`config.mk`:
```
export PLATFORM = sky130hd
export DESIGN_NAME = axi_rd_4_splitter
export DESIGN_NICKNAME = d
export VERILOG_FILES = /design/src/rtl/axi_noc_pkg.sv /design/src/rtl/syncfifo.sv /design/src/rtl/axi_rd_4_splitter.sv
export SDC_FILE = /design/constraint.sdc
export NUM_CORES = 1
export LEC_CHECK = 0
export ABC_AREA = 1
export CAP_MARGIN = 5
export CORE_AREA = 5 5 245 247
export CTS_CLUSTER_DIAMETER = 50
export DETAILED_ROUTE_END_ITERATION = 7
export DIE_AREA = 0 0 250 252
export PLACE_DENSITY_LB_ADDON = 0.2
export SETUP_SLACK_MARGIN = 0.02
export SYNTH_ARGS = -nofsm -noshare
export SYNTH_HDL_FRONTEND = slang
export SYNTH_SLANG_ARGS = --single-unit
export TNS_END_PERCENT = 30
```
`constraint.sdc`:
```
create_clock -name clk -period 2.7 [get_ports clk]
set_input_delay 0.81 -clock clk [delete_from_list [all_inputs] [get_ports clk]]
set_output_delay 0.81 -clock clk [all_outputs]
set_load 0.01 [all_outputs]
```
`src/rtl/axi_noc_pkg.sv`:
```
// Shared constants for the AXI NoC read path.
// Slave target codes and AXI response encodings.
package axi_noc_pkg;

   typedef enum logic [2:0] {
      SLV_A   = 3'd0,
      SLV_B   = 3'd1,
      SLV_C   = 3'd2,
      SLV_D   = 3'd3,
      SLV_ERR = 3'd4
   } slv_e;

   localparam logic [1:0] RESP_OKAY   = 2'b00;
   localparam logic [1:0] RESP_DECERR = 2'b11;

endpackage

```
`src/rtl/syncfifo.sv`:
```
// Show-ahead synchronous FIFO, single clock.
// Push when full and pop when empty are ignored.
module syncfifo #(
   parameter int WIDTH = 8,
   parameter int DEPTH = 8
) (
   input  logic             clk,
   input  logic             rst_n,
   input  logic             i_push,
   input  logic [WIDTH-1:0] i_din,
   input  logic             i_pop,
   output logic [WIDTH-1:0] o_dout,
   output logic             o_full,
   output logic             o_empty
);

   localparam int AW = $clog2(DEPTH);

   logic [WIDTH-1:0] r_mem [DEPTH];
   logic [AW-1:0]    r_wptr;
   logic [AW-1:0]    r_rptr;
   logic [AW:0]      r_cnt;
   logic             w_push;
   logic             w_pop;

   assign o_full  = (r_cnt == (AW+1)'(DEPTH));
   assign o_empty = (r_cnt == '0);
   assign w_push  = i_push && !o_full;
   assign w_pop   = i_pop && !o_empty;
   assign o_dout  = r_mem[r_rptr];

   always_ff @(posedge clk) begin
      if (w_push) r_mem[r_wptr] <= i_din;
   end

   always_ff @(posedge clk or negedge rst_n) begin
      if (!rst_n) begin
         r_wptr <= '0;
         r_rptr <= '0;
         r_cnt  <= '0;
      end else begin
         if (w_push) r_wptr <= r_wptr + AW'(1);
         if (w_pop)  r_rptr <= r_rptr + AW'(1);
         unique case ({w_push, w_pop})
            2'b10:   r_cnt <= r_cnt + (AW+1)'(1);
            2'b01:   r_cnt <= r_cnt - (AW+1)'(1);
            default: r_cnt <= r_cnt;
         endcase
      end
   end

endmodule

```
`src/rtl/axi_rd_4_splitter.sv`:
```
// AXI read 1-to-4 address splitter with in-order R return.
// AXI_RD_SPLIT_DECERR_EN adds a DECERR responder for unmapped slaves.
module axi_rd_4_splitter
   import axi_noc_pkg::*;
#(
   parameter int         IDWID      = 4,
   parameter int         DWID       = 64,
   parameter int         EXTRAS     = 8,
   parameter int         DECODE_LSB = 28,
   parameter int         DEPTH      = 8,
   parameter logic [3:0] SLAVE_MASK = 4'b1111
) (
   input  logic              clk,
   input  logic              rst_n,
   input  logic [IDWID-1:0]  m_arid,
   input  logic [31:0]       m_araddr,
   input  logic [7:0]        m_arlen,
   input  logic [EXTRAS-1:0] m_arextras,
   input  logic [1:0]        m_arburst,
   input  logic              m_arvalid,
   output logic              m_arready,
   output logic [IDWID-1:0]  m_rid,
   output logic [DWID-1:0]   m_rdata,
   output logic [1:0]        m_rresp,
   output logic              m_rlast,
   output logic              m_rvalid,
   input  logic              m_rready,
   output logic [IDWID-1:0]  a_arid,
   output logic [31:0]       a_araddr,
   output logic [7:0]        a_arlen,
   output logic [EXTRAS-1:0] a_arextras,
   output logic [1:0]        a_arburst,
   output logic              a_arvalid,
   input  logic              a_arready,
   input  logic [IDWID-1:0]  a_rid,
   input  logic [DWID-1:0]   a_rdata,
   input  logic [1:0]        a_rresp,
   input  logic              a_rlast,
   input  logic              a_rvalid,
   output logic              a_rready,
   output logic [IDWID-1:0]  b_arid,
   output logic [31:0]       b_araddr,
   output logic [7:0]        b_arlen,
   output logic [EXTRAS-1:0] b_arextras,
   output logic [1:0]        b_arburst,
   output logic              b_arvalid,
   input  logic              b_arready,
   input  logic [IDWID-1:0]  b_rid,
   input  logic [DWID-1:0]   b_rdata,
   input  logic [1:0]        b_rresp,
   input  logic              b_rlast,
   input  logic              b_rvalid,
   output logic              b_rready,
   output logic [IDWID-1:0]  c_arid,
   output logic [31:0]       c_araddr,
   output logic [7:0]        c_arlen,
   output logic [EXTRAS-1:0] c_arextras,
   output logic [1:0]        c_arburst,
   output logic              c_arvalid,
   input  logic              c_arready,
   input  logic [IDWID-1:0]  c_rid,
   input  logic [DWID-1:0]   c_rdata,
   input  logic [1:0]        c_rresp,
   input  logic              c_rlast,
   input  logic              c_rvalid,
   output logic              c_rready,
   output logic [IDWID-1:0]  d_arid,
   output logic [31:0]       d_araddr,
   output logic [7:0]        d_arlen,
   output logic [EXTRAS-1:0] d_arextras,
   output logic [1:0]        d_arburst,
   output logic              d_arvalid,
   input  logic              d_arready,
   input  logic [IDWID-1:0]  d_rid,
   input  logic [DWID-1:0]   d_rdata,
   input  logic [1:0]        d_rresp,
   input  logic              d_rlast,
   input  logic              d_rvalid,
   output logic              d_rready
);

   localparam int FW = 3 + IDWID + 8;

   logic [1:0]       w_sel;
   logic             w_mapped;
   logic             w_full;
   logic             w_empty;
   logic             w_push;
   logic             w_pop;
   logic [2:0]       w_push_tgt;
   logic [FW-1:0]    w_head;
   logic [2:0]       w_head_tgt;
   logic [IDWID-1:0] w_head_id;
   logic [7:0]       w_head_len;
   logic [3:0]       w_arready;
   logic [3:0]       w_arvalid;
   logic [3:0]       w_rvalid;
   logic [3:0]       w_rlast;
   logic [3:0]       w_rready;
   logic [IDWID-1:0] w_rid   [4];
   logic [DWID-1:0]  w_rdata [4];
   logic [1:0]       w_rresp [4];

   assign w_sel = m_araddr[DECODE_LSB+1:DECODE_LSB];

`ifdef AXI_RD_SPLIT_DECERR_EN
   assign w_mapped = SLAVE_MASK[w_sel];
`else
   logic w_unused;
   assign w_mapped = 1'b1;
   assign w_unused = ^{SLAVE_MASK, w_head_id, w_head_len};
`endif

   assign w_arready = {d_arready, c_arready, b_arready, a_arready};
   assign m_arready = !w_full &&
                      (w_mapped ? w_arready[w_sel] : 1'b1);

   always_comb begin
      w_arvalid        = '0;
      w_arvalid[w_sel] = m_arvalid && w_mapped && !w_full;
   end

   assign a_arvalid = w_arvalid[0];
   assign b_arvalid = w_arvalid[1];
   assign c_arvalid = w_arvalid[2];
   assign d_arvalid = w_arvalid[3];

   assign a_arid = m_arid;
   assign b_arid = m_arid;
   assign c_arid = m_arid;
   assign d_arid = m_arid;
   assign a_araddr = m_araddr;
   assign b_araddr = m_araddr;
   assign c_araddr = m_araddr;
   assign d_araddr = m_araddr;
   assign a_arlen = m_arlen;
   assign b_arlen = m_arlen;
   assign c_arlen = m_arlen;
   assign d_arlen = m_arlen;
   assign a_arextras = m_arextras;
   assign b_arextras = m_arextras;
   assign c_arextras = m_arextras;
   assign d_arextras = m_arextras;
   assign a_arburst = m_arburst;
   assign b_arburst = m_arburst;
   assign c_arburst = m_arburst;
   assign d_arburst = m_arburst;

   assign w_push     = m_arvalid && m_arready;
   assign w_push_tgt = w_mapped ? {1'b0, w_sel} : SLV_ERR;

   // Routing FIFO: one entry per outstanding burst, AR order.
   syncfifo #(
      .WIDTH (FW),
      .DEPTH (DEPTH)
   ) u_ord (
      .clk     (clk),
      .rst_n   (rst_n),
      .i_push  (w_push),
      .i_din   ({w_push_tgt, m_arid, m_arlen}),
      .i_pop   (w_pop),
      .o_dout  (w_head),
      .o_full  (w_full),
      .o_empty (w_empty)
   );

   assign {w_head_tgt, w_head_id, w_head_len} = w_head;

   assign w_rvalid = {d_rvalid, c_rvalid, b_rvalid, a_rvalid};
   assign w_rlast  = {d_rlast, c_rlast, b_rlast, a_rlast};
   assign w_rid    = '{a_rid, b_rid, c_rid, d_rid};
   assign w_rdata  = '{a_rdata, b_rdata, c_rdata, d_rdata};
   assign w_rresp  = '{a_rresp, b_rresp, c_rresp, d_rresp};

`ifdef AXI_RD_SPLIT_DECERR_EN
   logic [7:0] r_beat;
   logic       w_is_err;

   assign w_is_err = !w_empty && (w_head_tgt == SLV_ERR);

   always_ff @(posedge clk or negedge rst_n) begin
      if (!rst_n) begin
         r_beat <= '0;
      end else if (w_is_err && m_rready) begin
         r_beat <= m_rlast ? 8'd0 : r_beat + 8'd1;
      end
   end
`endif

   always_comb begin
      m_rvalid = 1'b0;
      m_rid    = '0;
      m_rdata  = '0;
      m_rresp  = RESP_OKAY;
      m_rlast  = 1'b0;
      unique case (1'b1)
         w_empty: begin
         end
`ifdef AXI_RD_SPLIT_DECERR_EN
         w_is_err: begin
            m_rvalid = 1'b1;
            m_rid    = w_head_id;
            m_rresp  = RESP_DECERR;
            m_rlast  = (r_beat == w_head_len);
         end
`endif
         default: begin
            m_rvalid = w_rvalid[w_head_tgt[1:0]];
            m_rid    = w_rid[w_head_tgt[1:0]];
            m_rdata  = w_rdata[w_head_tgt[1:0]];
            m_rresp  = w_rresp[w_head_tgt[1:0]];
            m_rlast  = w_rlast[w_head_tgt[1:0]];
         end
      endcase
   end

   // Only the head slave sees rready; others stall.
   always_comb begin
      w_rready = '0;
      w_rready[w_head_tgt[1:0]] =
         m_rready && !w_empty && !w_head_tgt[2];
   end

   assign a_rready = w_rready[0];
   assign b_rready = w_rready[1];
   assign c_rready = w_rready[2];
   assign d_rready = w_rready[3];

   assign w_pop = m_rvalid && m_rready && m_rlast;

endmodule

```
==> flow_summary.toml <==
[global_route]
overflow = 0
grt_max_degree = 32
grt_util_all_layers_pct = 11.52
antenna_found_initial = 0
grt_pass1_vias = 7587
grt_pass1_wl_mm = 55.15

[placement]
dp_hpwl_mm = 29.57
gp_congestion = 0.8325
port_buffers = 386
post_dp_cell_area_sq_um = 9524

[sta]
setup_ws_ns = -0.4094
max_freq_mhz = 321.6
hold_viol_final = 0
finalSetupViolations = 79
fin_skew_ns = 0.007535
slew_violations = 0
rsz0062_at_grt = "yes"
tightest_slew_ns = 0.5885
timing.final.crit_period_ns = 3.109
holdWs_ns = 0.5427
fin_crit_sh_pct = 115.2
relSlewSlack_pct = 60.64

[drt]
drt-total-wl_mm = 41.22
ant_nets = 0
vias = 7243
highest_layer = "met4"
drt_iter0_markers = 296
wl_met1_mm = 15.39
post_drt_wl_per_cell_microns = 21.91
via_per_inst = 3.851
met3_length_mm = 3.623
post-route-drc-count = 0
wl_met2_mm = 21.93
dr.pass1.iters = 5

[power]
power_switching_mw = 8.048
p_leak_nw = 4.305
combPwrFrac_pct = 93.9
ir_worst_vdd_mv = 0.5745
p_per_area_nw_per_um2 = 1442
clkPwrFrac_pct = 2.6
switching_share_pct = 47.08
power.internal_mw = 9.048
p_seq_share_pct = 3.6

[floorplanning]
dieHeight_microns = 252
row_count = 88
io_pins = 647
core_sq_um = 57370
die_w_microns = 250
initial_utilization_pct = 10.04
die_area_sq_um = 63000

[clocking]
cts-root-buf = "clkbuf_16"
postCtsHoldBufs = 0
cts_buffers = 3
htreeDepth = 1
cts_max_path_buffers = 2
cts_tree = "built"
insertion_delay_ns = 0.27
path_clk_slew_ns = 0.07
numClockSinks = 26

[finish]
layout-drive-gt1-share_pct = 42.29
diodes = 0
syn_to_final_growth_pct = 105.8
post-route-cell-area_sq_um = 11860
nets = 1473

[synthesis]
synth_seq_cells = 26
synth_edf_count = 16
ys_seq_area_share_pct = 12.68
synth_top_family_by_area = "buffers and inverters"
synth_top_cell_by_area = "buf_4"
synth-compound-area-share_pct = 13.81
synth.net_count = 1174
synth_ff_type = "edfxtp_1"
synth_area_leaders = "buf_4 30%, nand3_1 26%, edfxtp_1 8.3%"
synth-adder-area-share_pct = 1.433
synth_xor_area_share_pct = 0.7600
post-synth-top-count-cell = "nand3_1"
yosys_warnings = 0
synth_area_sq_um = 5762
yosys.area.top_type_share_pct = 29.97
ys_async_sr_fraction_pct = 38.46
syn_avg_cell_area_sq_um = 7.044
synthTopCellsByCount = "300 x nand3_1, 230 x buf_4, 58 x nand2_1"
ys_types = 30
synth_mux_area_share_pct = 0
synthCells = 818
synth-simple-area-share_pct = 33.14

[min_path]
min_path_type = "register to register"

[setup_path]
r2r_end = "u_ord.r_cnt[3]"
cp-end-kind = "output pin"
r2r_cells = 22
crit_arrival_ns = 2.30
critical_path_class = "register to output pin"
crit_fanout = 7
rr_startpoint = "u_ord.r_rptr[0]"
startpoint_type = "register"
rrSetupSlack_ns = -0.30
critPathCapture = "m_rdata[32]"
startpoint = "u_ord.r_rptr[0]"
required_ns = 1.89

[flow_run]
cap_violations = 0

[run_status]
status = "finished with violations"
violations = "setup timing"
## sequential cells by signal, summed over array words and instances, names as in the netlist
name and count:
u_ord.r_cnt 4, u_ord.r_mem 16, u_ord.r_rptr 3, u_ord.r_wptr 3
## per-layer routing
layer | vias to the layer above | GRT usage [%]
li1 | 3317 | -
met1 | 3445 | 12.61
met2 | 465 | 22.00
met3 | 16 | 4.433
met4 | 0 | 0.9512
met5 | - | 0
## kinds of logic after synthesis
| group | after synthesis |
|---|---|
| compound gates | 77 |
| xor+xnor | 5 |
| fa+ha+maj | 6 |
| buf+inv | 312 |
| flops | 26 |
| simple gates | 392 |
## critical path: stages, from the launching register on
cell	delay (ns)
dfrtp_2	0.48
buf_6	0.17
nand2_4	0.07
nand3_4	0.09
nand2_2	0.08
nand2_2	0.06
nand2_4	0.09
buf_12	0.15
buf_12	0.12
buf_6	0.11
nand3_2	0.07
a41oi_2	0.26
buf_4	0.16
buf_12	0.10
## power groups by stage
stage	logic [mW]	registers (mW)	clock network, mW
finish	16.0	0.609	0.438
global placement	11.7	0.604	0
detailed placement	11.6	0.605	0
floorplan	5.65	0.575	0
global route	17.2	0.622	0.465
CTS	14.3	0.601	0.445
## placed cells by master, fill, tap and decap left out, types with 16 or more instances in the layout
master and instances:
nand3_1 224, buf_2 54, buf_6 45, a41oi_2 67, inv_1 21, edfxtp_1 16
buf_12 37, clkdlybuf4s50_1 296, buf_4 103, nand2_2 18, nand2_1 38, nand3_2 67
## repair_timing
action / in CTS / in global routing
buffers inserted: 34 / 43
pin swaps: 49 / 60
endpoints found under the setup margin: 92 / 96
gates cloned: 15 / 9
gates resized for setup: 463 / 180
## layout make-up
| class | instances | area [sq um] |
|---|---|---|
| inverter | 27 | 107.6 |
| timing repair inverter | 1 | 6.256 |
| tap | 765 | 957.2 |
| sequential | 26 | 733.2 |
| clock inverter | 1 | 30.03 |
| fill | 6408 | 45510 |
| clock buffer | 3 | 75.07 |
| multi-input combinational | 480 | 3849 |
| timing repair buffer | 578 | 6098 |
## how the worst min path moves through the flow
stage                    startpoint  slack, ns  cells past startpoint         endpoint
floorplan            u_ord.r_cnt[0]       0.47                      1   u_ord.r_cnt[0]
detailed placement   u_ord.r_cnt[2]       0.51                      2   u_ord.r_cnt[2]
global route        u_ord.r_wptr[0]       0.59                      2  u_ord.r_wptr[0]
CTS                 u_ord.r_wptr[0]       0.54                      2  u_ord.r_wptr[0]
global placement    u_ord.r_wptr[0]       0.52                      2  u_ord.r_wptr[0]
finish              u_ord.r_wptr[0]       0.54                      2  u_ord.r_wptr[0]
## stage by stage
step	setup TNS [ns]	cells	utilization, %	setup WS (ns)	total power [mW]
3_5_place_dp	-40.24	1786	16.60	-0.6767	12.21
2_1_floorplan	0	818	-	0.03243	6.227
6_report	-21.06	1881	20.67	-0.4094	17.10
4_1_cts	-20.61	1838	18.82	-0.4305	15.38
3_3_place_gp	-37.83	1786	16.60	-0.6660	12.31
5_1_grt	-29.20	1881	20.67	-0.5157	18.28
Note: power is estimated with default switching activity, not from simulation.
